--- config.mk ---
export PLATFORM = sky130hd
export DESIGN_NAME = fetch_stage
export DESIGN_NICKNAME = d
export VERILOG_FILES = /design/src/rtl/fetch_stage.sv
export SDC_FILE = /design/constraint.sdc
export NUM_CORES = 1
export LEC_CHECK = 0
export BUFFER_PORTS_ARGS = -buffer_cell sky130_fd_sc_hd__buf_2
export CORE_UTILIZATION = 47
export CTS_CLUSTER_SIZE = 8
export DETAILED_ROUTE_END_ITERATION = 8
export PLACE_DENSITY = 0.79
export SYNTH_ARGS = -nofsm -noshare
export SYNTH_HDL_FRONTEND = slang
export SYNTH_SLANG_ARGS = --single-unit
export TNS_END_PERCENT = 30
--- constraint.sdc ---
create_clock -name clk -period 2.3 [get_ports clk]
set_input_delay 0.115 -clock clk [delete_from_list [all_inputs] [get_ports clk]]
set_output_delay 0.115 -clock clk [all_outputs]
set_load 0.01 [all_outputs]
--- src/rtl/fetch_stage.sv ---
// Instruction fetch stage with PC, PC-source selection and IF/ID register.
// Also captures the immediate byte of two-byte instructions.
module fetch_stage #(
  parameter int unsigned ADDR_W = 8,
  parameter int unsigned DATA_W = 8,
  parameter logic [ADDR_W-1:0] RESET_VEC_ADDR = 8'h00,
  parameter logic [ADDR_W-1:0] INT_VEC_ADDR = 8'h01,
  parameter logic [DATA_W-1:0] NOP_INSTR = 8'h00
) (
  input  logic              clk,
  input  logic              rst,
  input  logic              pc_write_en,
  input  logic              if_id_write_en,
  input  logic              inject_bubble,
  input  logic              inject_int,
  input  logic              branch_taken,
  input  logic [ADDR_W-1:0] branch_target,
  input  logic              ret_taken,
  input  logic [ADDR_W-1:0] ret_pc,
  output logic [ADDR_W-1:0] imem_addr,
  input  logic [DATA_W-1:0] imem_data,
  output logic [ADDR_W-1:0] pc,
  output logic [DATA_W-1:0] if_id_instr,
  output logic [DATA_W-1:0] if_id_imm,
  output logic [ADDR_W-1:0] if_id_pc_next,
  output logic              if_id_valid,
  output logic [3:0]        opcode,
  output logic [1:0]        ra,
  output logic [ADDR_W-1:0] int_ret_pc
);

  typedef enum logic [1:0] {
    S_RSTVEC,
    S_RUN,
    S_INTVEC
  } state_t;

  state_t state;
  logic [ADDR_W-1:0] pc_inc;

  assign pc_inc = pc + ADDR_W'(1);
  assign opcode = if_id_instr[7:4];
  assign ra     = if_id_instr[3:2];

  // Vector fetches read a fixed address; normal fetch reads at pc.
  always_comb begin
    imem_addr = pc;
    unique case (state)
      S_RSTVEC: imem_addr = RESET_VEC_ADDR;
      S_INTVEC: imem_addr = INT_VEC_ADDR;
      default:  imem_addr = pc;
    endcase
  end

  // PC sequencing and IF/ID register; redirects take priority in order.
  always_ff @(posedge clk or negedge rst) begin
    if (!rst) begin
      state         <= S_RSTVEC;
      pc            <= '0;
      if_id_instr   <= NOP_INSTR;
      if_id_imm     <= '0;
      if_id_pc_next <= '0;
      if_id_valid   <= 1'b0;
      int_ret_pc    <= '0;
    end else begin
      unique case (state)
        S_RSTVEC, S_INTVEC: begin
          pc          <= imem_data;
          if_id_instr <= NOP_INSTR;
          if_id_valid <= 1'b0;
          state       <= S_RUN;
        end
        default: begin
          if (ret_taken) begin
            pc          <= ret_pc;
            if_id_instr <= NOP_INSTR;
            if_id_valid <= 1'b0;
          end else if (branch_taken) begin
            pc          <= branch_target;
            if_id_instr <= NOP_INSTR;
            if_id_valid <= 1'b0;
          end else if (inject_int) begin
            int_ret_pc  <= pc;
            if_id_instr <= NOP_INSTR;
            if_id_valid <= 1'b0;
            state       <= S_INTVEC;
          end else begin
            if (pc_write_en)
              pc <= pc_inc;
            if (pc_write_en && !if_id_write_en) begin
              if_id_imm <= imem_data;
            end else if (if_id_write_en) begin
              if (inject_bubble) begin
                if_id_instr <= NOP_INSTR;
                if_id_valid <= 1'b0;
              end else begin
                if_id_instr   <= imem_data;
                if_id_pc_next <= pc_inc;
                if_id_valid   <= 1'b1;
              end
            end
          end
        end
      endcase
    end
  end

endmodule

==> out/qor.yml <==
grt_pass1_wl_um: 7490
crit_arrival_ns: 1.99
grt_antenna_before_repair: 0
drtIter0Drc: 146
seq_area_mm2: 0.00108
placedCellCount: 301
drv_cap: 0
grt_max_degree: 44
utilization_pct: 62.8
ant_nets: 0
dr.pass1.iters: 4
grt_setup_unrepaired: "false"
power-per-cell-area_mw_per_mm2: 778
drt_wl_total_um: 4840
synthCells: 172
comb_power_share_pct: 27.4
yosys_warnings: 0
tns_ns: 0
rr_worst_depth: 3
htree_levels: 2
p_int_w: 0.00136
syn_area_mm2: 0.00202
synth_edf_count: 0
worstSetupPathType: "reg2reg"
routabilityCongestion: 0.860
p_switching_w: 0.000619
fp.dieArea_mm2: 0.00457
cts_num_sinks: 43
clock_latency_ns: 0.29
setup_ws_ns: 0.497
ir_drop_v: 0.000478
first_global_vias: 1583
post_cts_buffers: 0
finalCriticalPeriod_ns: 1.80
status: "complete, no violations"
multi_input_area_um2: 832
ys_seq_area_share_pct: 53.2
overflow: 0
die-width_um: 67.6
path_max_fanout: 9
finalHoldViolations: 0
rows: 23
avgSynthCellArea_um2: 11.8
p_seq_share_pct: 50.4
sw_frac_of_total_pct: 31.2
post_drt_wl_per_cell_um: 15.7
final_cells: 308
clockBufferDepth: 2
setup_viol: 0
drive_above_1_share_pct: 45.7
nNetsFinal: 292
core_area_mm2: 0.00406
drv_slew: 0
hold_class: "in2reg"
cts_tree: "built"
ios: 87
synth.net_count: 205
clk_pin_slew_ns: 0.07
diodes: 0
place_ws_ns: 0.534
synth_cell_type_count: 39
vias_per_cell: 5.54
grtUsageTotal_pct: 22.8
required_ns: 2.48
die_y_um: 67.6
synth.ff_latch_count: 43
ctsRootBufferMaster: "clkbuf_8"
end_kind: "flop"
pwr-share-clk_pct: 22.2
start_util_pct: 49.8
cts_resized: 0
cellLeakagePower_nw: 1.31
syn2layout_area_growth_pct: 26.0
ys.flop_type: "dfrtp_1"
fmax_ghz: 0.555
numCtsBuffers: 5
power_w: 0.00198
relSlewSlack_pct: 38.0
hold_depth: 3
dp_hpwl_um: 3710
async_flop_share_pct: 100
dr_total_vias: 1707
port-buffer-count: 86
route.detailed.drc: 0
post-route-period-util_pct: 78.4
cp-start-kind: "flop"
final.setup_skew_ns: 0.00302
n_fill_cell: 365
worstMarginPinSlew_ns: 0.930
[sequential cells by signal (all words and copies together), names as in the netlist]
signal	count
pc	8
if_id_instr	8
state	2
if_id_pc_next	8
int_ret_pc	8
if_id_valid	1
if_id_imm	8
[timing repair]
action | CTS | global route
hold buffers | 1 | 0
endpoints found under the hold margin | 6 | 0
setup endpoints to repair | 0 | 0
[power by group through the flow]
stage	clock network [W]	registers (W)	logic [W]
after floorplan	0	0.00107	0.000228
final	0.000440	0.00100	0.000543
after global placement	0	0.00101	0.000534
after global routing	0.000471	0.00102	0.000602
after detailed placement	0	0.00101	0.000546
after CTS	0.000447	0.00100	0.000549
[worst paths after layout]
path / from / endpoint / slack, ns
min in group asynchronous: rst / if_id_imm[5] / 0.50
max: state[0] / int_ret_pc[5] / 0.50
min reg2reg: state[1] / state[1] / 0.48
max reg2reg: state[0] / int_ret_pc[5] / 0.50
min: ret_pc[4] / pc[4] / 0.04
max in group asynchronous: rst / if_id_pc_next[6] / 1.23
[synth_stat cells, drive strengths merged, types with 3 or more instances]
cell type / instances / share of area (%)
mux2i: 3 / 1.5
nand2: 11 / 2.4
o21ai: 4 / 0.99
dfrtp: 43 / 53
a222oi: 4 / 2.0
xor2: 3 / 1.3
nor3: 5 / 1.8
nand3: 3 / 0.74
a21oi: 9 / 2.2
inv: 6 / 1.1
mux2: 18 / 10
buf: 11 / 4.1
o211ai: 4 / 1.5
and2: 7 / 2.2
a22o: 8 / 3.5
nor2: 10 / 2.0
[per-stage QoR]
step	area (µm²)	hold slack (ns)
6_report	2550	0.0398
4_1_cts	2550	0.0388
3_5_place_dp	2460	0.318
5_1_grt	2550	0.0582
3_3_place_gp	2460	0.302
2_1_floorplan	2020	-0.181
[worst max-delay path, stage by stage, from the launching register on]
cell and delay (ns):
dfrtp_1 0.35, or3b_1 0.50, nor2_2 0.44, mux2_2 0.40
[logic make-up (layout without fill, tap and decap cells)]
| family | after synthesis | after routing | share of synthesized area (%) |
|---|---|---|---|
| DFF | 43 | 43 | 53.2 |
| and+or+nand+nor | 43 | 43 | 12.3 |
| AOI/OAI and AO/OA | 40 | 40 | 14.6 |
| muxes | 21 | 21 | 11.5 |
| buffers and inverters | 19 | 105 | 5.63 |
| xor gates and xnor gates | 5 | 5 | 2.17 |
| adders and majority gates | 1 | 1 | 0.619 |
[placed cells by master (no fill, tap or decap), types with 2 or more instances in the layout]
cell,n
buf_2,86
dfrtp_1,43
mux2_2,18
nand2_1,10
nor2_1,9
a21oi_1,9
a22o_1,8
and2_1,7
inv_1,6
clkbuf_8,5
buf_4,5
nor3_1,4
o21ai_0,4
a222oi_1,4
o211ai_1,4
nand3_1,3
xor2_1,3
mux2i_1,3
xnor2_1,2
nor2b_1,2
o31ai_1,2
a211o_1,2
nand4_1,2
[routing by layer]
| layer | GRT usage, % | part of all wire [%] | vias to the layer above |
|---|---|---|---|
| li1 | - | - | 792 |
| met1 | 29.3 | 43 | 835 |
| met2 | 36.5 | 49 | 67 |
| met3 | 5.07 | 6.0 | 13 |
| met4 | 10.4 | 2.0 | 0 |
| met5 | 0 | 0 | - |
[cell type report]
class                   instances  area share (%)
inverters                       7            1.03
repair buffers                 92            18.8
multi-input cells             110            32.7
flip-flops and latches         43            42.2
well taps                      50            2.46
clock buffers                   6            2.85
(Power assumes the default switching activity.)
